## config.mk

```make
export PLATFORM = sky130hd
export DESIGN_NAME = serial_adder_ctrl_flat
export DESIGN_NICKNAME = d
export VERILOG_FILES = /design/src/rtl/serial_adder_ctrl_if.sv /design/src/rtl/serial_adder_ctrl.sv /design/src/flat_wrapper.sv
export SDC_FILE = /design/constraint.sdc
export NUM_CORES = 1
export LEC_CHECK = 0
export CORE_AREA = 5 5 61 63
export CTS_BUF_LIST = sky130_fd_sc_hd__clkbuf_4
export CTS_CLUSTER_DIAMETER = 100
export DETAILED_ROUTE_END_ITERATION = 6
export DIE_AREA = 0 0 66 68
export GPL_TIMING_DRIVEN = 0
export HOLD_SLACK_MARGIN = 0.06
export PLACE_DENSITY = 0.85
export SYNTH_ARGS = -nofsm -noshare
export SYNTH_HDL_FRONTEND = slang
export SYNTH_SLANG_ARGS = --single-unit
```

## constraint.sdc

```tcl
create_clock -name clock -period 2.5 [get_ports clock]
set_input_delay 0.5 -clock clock [delete_from_list [all_inputs] [get_ports clock]]
set_output_delay 0.5 -clock clock [all_outputs]
set_load 0.05 [all_outputs]
```

## src/rtl/serial_adder_ctrl_if.sv

```systemverilog
// Request/response bundle for the bit-serial adder controller.
//   start, a, b, c_in : requester -> controller (operation request)
//   busy, done        : controller -> requester (status)
//   sum, c_out        : controller -> requester (registered result)
// master = requester side, slave = controller side.
interface serial_adder_ctrl_if #(
  parameter int WIDTH = 8
);
  logic             start;
  logic [WIDTH-1:0] a;
  logic [WIDTH-1:0] b;
  logic             c_in;
  logic             busy;
  logic             done;
  logic [WIDTH-1:0] sum;
  logic             c_out;

  modport master (
    output start, a, b, c_in,
    input  busy, done, sum, c_out
  );

  modport slave (
    input  start, a, b, c_in,
    output busy, done, sum, c_out
  );
endinterface

```

## src/rtl/serial_adder_ctrl.sv

```systemverilog
// Bit-serial WIDTH-bit adder controller.
// Adds {c_out, sum} = a + b + c_in by time-multiplexing one 1-bit full-adder
// cell over WIDTH cycles, LSB first, recirculating the carry through a flop.
// Ports:
//   clock   : sole clock, rising edge
//   reset_n : asynchronous active-low reset
//   bus     : serial_adder_ctrl_if.slave (start/a/b/c_in in,
//             busy/done/sum/c_out out, all outputs registered)

// Gate-level 1-bit full adder cell.
module full_adder_cell (
  input  logic a,
  input  logic b,
  input  logic c_in,
  output logic sum,
  output logic c_out
);
  assign sum   = a ^ b ^ c_in;
  assign c_out = (a & b) | (c_in & (a ^ b));
endmodule

module serial_adder_ctrl #(
  parameter int WIDTH = 8
) (
  input  logic                clock,
  input  logic                reset_n,
  serial_adder_ctrl_if.slave  bus
);
  localparam int CNT_W = $clog2(WIDTH);
  localparam logic [CNT_W-1:0] CNT_LAST = CNT_W'(WIDTH - 1);

  typedef enum logic [1:0] {
    ST_IDLE,
    ST_ADD,
    ST_DONE
  } state_t;

  state_t           state_q, state_d;
  logic [WIDTH-1:0] a_sr_q, a_sr_d;
  logic [WIDTH-1:0] b_sr_q, b_sr_d;
  // Holds the WIDTH-1 result bits produced so far; the final bit comes
  // straight from the cell on the completing edge.
  logic [WIDTH-2:0] res_sr_q, res_sr_d;
  logic             carry_q, carry_d;
  logic [CNT_W-1:0] cnt_q, cnt_d;
  logic [WIDTH-1:0] sum_q, sum_d;
  logic             c_out_q, c_out_d;

  logic             fa_sum;
  logic             fa_c_out;
  logic [WIDTH-1:0] res_full;

  full_adder_cell u_fa (
    .a     (a_sr_q[0]),
    .b     (b_sr_q[0]),
    .c_in  (carry_q),
    .sum   (fa_sum),
    .c_out (fa_c_out)
  );

  assign res_full = {fa_sum, res_sr_q};

  always_comb begin
    state_d  = state_q;
    a_sr_d   = a_sr_q;
    b_sr_d   = b_sr_q;
    res_sr_d = res_sr_q;
    carry_d  = carry_q;
    cnt_d    = cnt_q;
    sum_d    = sum_q;
    c_out_d  = c_out_q;
    case (state_q)
      ST_IDLE, ST_DONE: begin
        // DONE accepts a new request exactly like IDLE for back-to-back use.
        if (bus.start) begin
          a_sr_d  = bus.a;
          b_sr_d  = bus.b;
          carry_d = bus.c_in;
          cnt_d   = '0;
          state_d = ST_ADD;
        end else begin
          state_d = ST_IDLE;
        end
      end
      ST_ADD: begin
        res_sr_d = res_full[WIDTH-1:1];
        carry_d  = fa_c_out;
        a_sr_d   = {1'b0, a_sr_q[WIDTH-1:1]};
        b_sr_d   = {1'b0, b_sr_q[WIDTH-1:1]};
        cnt_d    = cnt_q + CNT_W'(1);
        if (cnt_q == CNT_LAST) begin
          sum_d   = res_full;
          c_out_d = fa_c_out;
          state_d = ST_DONE;
        end
      end
      default: state_d = ST_IDLE;
    endcase
  end

  always_ff @(posedge clock or negedge reset_n) begin
    if (!reset_n) begin
      state_q  <= ST_IDLE;
      a_sr_q   <= '0;
      b_sr_q   <= '0;
      res_sr_q <= '0;
      carry_q  <= 1'b0;
      cnt_q    <= '0;
      sum_q    <= '0;
      c_out_q  <= 1'b0;
    end else begin
      state_q  <= state_d;
      a_sr_q   <= a_sr_d;
      b_sr_q   <= b_sr_d;
      res_sr_q <= res_sr_d;
      carry_q  <= carry_d;
      cnt_q    <= cnt_d;
      sum_q    <= sum_d;
      c_out_q  <= c_out_d;
    end
  end

  // Status is a pure decode of the state register, so no input reaches an
  // output combinationally and busy/done are mutually exclusive.
  assign bus.busy  = (state_q == ST_ADD);
  assign bus.done  = (state_q == ST_DONE);
  assign bus.sum   = sum_q;
  assign bus.c_out = c_out_q;
endmodule

```

## src/flat_wrapper.sv

```systemverilog
// flat-port wrapper written by rule: the top's interface ports become plain ports
module serial_adder_ctrl_flat 
#(
  parameter int WIDTH = 8
)
  (clock, reset_n, bus_start, bus_a, bus_b, bus_c_in, bus_busy, bus_done, bus_sum, bus_c_out);
  serial_adder_ctrl_if #(.WIDTH(WIDTH)) bus_i ();
  input  logic clock;
  input  logic reset_n;
  input wire logic [$bits(bus_i.start)-1:0] bus_start;
  input wire logic [$bits(bus_i.a)-1:0] bus_a;
  input wire logic [$bits(bus_i.b)-1:0] bus_b;
  input wire logic [$bits(bus_i.c_in)-1:0] bus_c_in;
  output wire logic [$bits(bus_i.busy)-1:0] bus_busy;
  output wire logic [$bits(bus_i.done)-1:0] bus_done;
  output wire logic [$bits(bus_i.sum)-1:0] bus_sum;
  output wire logic [$bits(bus_i.c_out)-1:0] bus_c_out;
  assign bus_i.start = bus_start;
  assign bus_i.a = bus_a;
  assign bus_i.b = bus_b;
  assign bus_i.c_in = bus_c_in;
  assign bus_busy = bus_i.busy;
  assign bus_done = bus_i.done;
  assign bus_sum = bus_i.sum;
  assign bus_c_out = bus_i.c_out;
  serial_adder_ctrl #(.WIDTH(WIDTH)) u_core (.clock(clock), .reset_n(reset_n), .bus(bus_i));
endmodule
```

==> results.yml, run 1 <==
global_route:
  grt_usage_pct: 16.5
  grt_antenna_before_repair: 0
  grt_max_degree: 39
  grt_pass1_vias: 1273
  overflow: 0
  grt_pass1_wl_microns: 5600
worst_setup_path:
  critPathRequiredTime_ps: 2000
  crit_start: "u_core.state_q[1]"
  path_class: "register to output pin"
  critPathMaxFanout: 10
  start_kind: "register"
  crit_arrival_ps: 1900
  end_kind: "output pin"
  r2r-start: "u_core.cnt_q[0]"
power:
  fin_total_pwr_w: 0.00282
  power.leakage_nw: 0.962
  p_per_area_nw_per_um2: 1320
  irDropWorstVdd_mv: 0.621
sta:
  fmax_mhz: 417
  rsz0062_at_grt: "false"
  skew_ps: 4.39
  setup_viol: 0
  slew_headroom_pct: 44.4
  post-route-period-util_pct: 95.9
  slew_viol_final: 0
  fin_crit_ps: 2400
  setup-tns-final_ps: 0
  hold_violations: 0
  tightest_slew_ps: 834
cts:
  cts_tree: "yes"
  clk_latency_ps: 340
  numCtsBuffers: 5
  cts.sinks: 38
  clk_pin_slew_ps: 100
  htree_num_levels: 2
  cts_root_buf: "clkbuf_4"
  ctsLongestPathBuffers: 2
  hold_buffers: 0
final_layout:
  antenna_cells: 0
  layout.nets: 210
  drive_gt1_share_pct: 16.6
  final_area_sq_um: 2130
  area_delta_synth_final_pct: 23.4
floorplan:
  core.rowCount: 21
  coreArea_sq_um: 3180
  start_util_pct: 54.4
  ioPinCount: 31
  die_y_microns: 68
  fp.dieArea_sq_um: 4490
  dieWidth_microns: 66
detailed_routing:
  antenna_left: 0
  firstDrtPassIters: 4
  drt-initial-drc-count: 78
  vias_per_cell: 5.37
  wire_per_inst_microns: 13.9
  via_count: 1252
  drt-total-wl_microns: 3240
  drc: 0
synthesis:
  ys_seq_area_share_pct: 55.0
  synth_nets: 173
  synth_area_per_cell_sq_um: 11.5
  synthTopCellsByArea: "dfrtp_1 (55%), mux2_4 (7.8%), nand2_1 (4.6%), o22ai_1 (4.0%), nor3_1 (3.2%)"
  synth_top_area_share_pct: 55.0
  async_reset_ff_share_pct: 100
  ys_ff_latch: 38
  synth_ff_type: "dfrtp_1"
  syn_area_sq_um: 1730
  synth_edf_count: 0
  synth_top_area_cell: "dfrtp_1"
  synth.distinct_cells: 26
  ys_warn_count: 0
  synth_cells: 150
status:
  outcome: "complete, no violations"
flow_run:
  drv_cap: 0
placed_design:
  io_buffers: 30
  placed_cell_area_sq_um: 2080
  gp_congestion: 0.843
  dpl.hpwl_microns: 2300
min_path:
  hold_class: "input port to async pin"
==> cell families (layout without fill, tap and decap cells) <==
| family | Yosys count | count (layout) | synth area share, % |
|---|---|---|---|
| compound gates | 25 | 25 | 9.47 |
| xor+xnor | 1 | 1 | 0.506 |
| fa+ha+maj | 3 | 3 | 2.60 |
| buf+inv | 12 | 49 | 5.13 |
| flops | 38 | 38 | 55.0 |
| mux | 16 | 16 | 12.0 |
| simple gates | 55 | 55 | 15.3 |
==> timing repair <==
action | in CTS | in global routing
setup endpoints to repair | 1 | 0
resized for setup | 1 | 0
setup buffers | 0 | 0
==> cells in the final DEF (no fill, tap or decap) <==
master / instances
inv_1: 1
mux2_4: 9
o22ai_1: 11
a22o_1: 4
fa_1: 1
mux2i_1: 5
nor2_1: 13
dfrtp_1: 38
dlygate4sd2_1: 1
o21ai_0: 2
xnor2_1: 1
mux2_2: 2
nand3_1: 1
clkbuf_4: 7
inv_6: 1
nand2b_4: 1
buf_6: 4
nand2_8: 1
ha_1: 2
buf_4: 1
nor3_1: 11
nand2_1: 21
a21oi_1: 4
clkdlybuf4s50_1: 28
nand2b_1: 1
clkbuf_1: 1
nor2b_1: 6
buf_2: 5
a211oi_1: 4
==> worst paths after layout <==
check / cells past startpoint / slack (ps) / end
worst max register to register: 4 / 1040 / u_core.bus.sum[0]
min in group clock: 2 / 500 / u_core.res_sr_q[0]
worst max-delay path: 5 / 100 / bus_busy
max in group asynchronous: 1 / 1730 / u_core.res_sr_q[0]
worst min register to register: 2 / 500 / u_core.res_sr_q[0]
worst min-delay path: 1 / 250 / u_core.bus.sum[7]
==> critical path, cell delays in order (launching register included) <==
cell and delay (ps):
dfrtp_1 390, buf_6 140, nand2b_4 160, inv_6 80
buf_2 210, dlygate4sd2_1 570
==> synth_stat cells, drive strengths merged, types with 4 or more instances <==
master and count:
dfrtp 38, nand2 22, nor2 13, mux2 11, nor3 11, o22ai 11
buf 9, nor2b 6, mux2i 5, a211oi 4, a21oi 4, a22o 4
==> stage by stage <==
| step | worst slack [ps] | hold WS, ps | utilization [%] | cells |
|---|---|---|---|---|
| after floorplan | 803 | 204 | - | 150 |
| after global routing | 11.7 | 319 | 67.1 | 233 |
| final | 102 | 248 | 67.1 | 233 |
| after CTS | 84.6 | 272 | 67.1 | 233 |
| after global placement | 121 | 461 | 65.7 | 226 |
| after detailed placement | 197 | 479 | 65.5 | 226 |
==> where the power goes <==
group	switching [W]	internal [W]	total (W)	leakage [nW]
clock network	0.000190	0.000128	0.000318	0.0322
registers	0.000181	0.000904	0.00108	0.463
logic	0.000777	0.000637	0.00141	0.467
==> layout make-up <==
type                       count  area, sq um
buffer                        10         76.3
fill                         260         1040
multi-input combinational    100          691
timing repair buffer          30          294
inverter                       2         12.5
tap                           46         57.6
sequential                    38          951
clock buffer                   7         52.6
==> layer usage <==
layer,GRT usage [%],share of wire (%),up-vias
met5,0,0,-
met4,6.09,1.6,0
met3,4.76,5.2,6
met2,30.4,52,32
met1,18.2,41,623
li1,-,-,591
==> sequential cells by signal (all words and copies together) (netlist names) <==
name and count:
u_core.cnt_q 3, u_core.bus.c_out 1, u_core.res_sr_q 7, u_core.carry_q 1, u_core.b_sr_q 8, u_core.bus.sum 8, u_core.a_sr_q 8, u_core.state_q 2
(Power assumes the default switching activity.)
==> run 2: changes to the inputs <==
--- a/config.mk
+++ b/config.mk
@@ -13,6 +13,7 @@
 export GPL_TIMING_DRIVEN = 0
 export HOLD_SLACK_MARGIN = 0.06
 export PLACE_DENSITY = 0.85
+export SKIP_LAST_GASP = 1
 export SYNTH_ARGS = -nofsm -noshare
 export SYNTH_HDL_FRONTEND = slang
 export SYNTH_SLANG_ARGS = --single-unit
==> results of run 2 <==
Same layout as run 1: the final DEF is identical, and so are final timing and power.
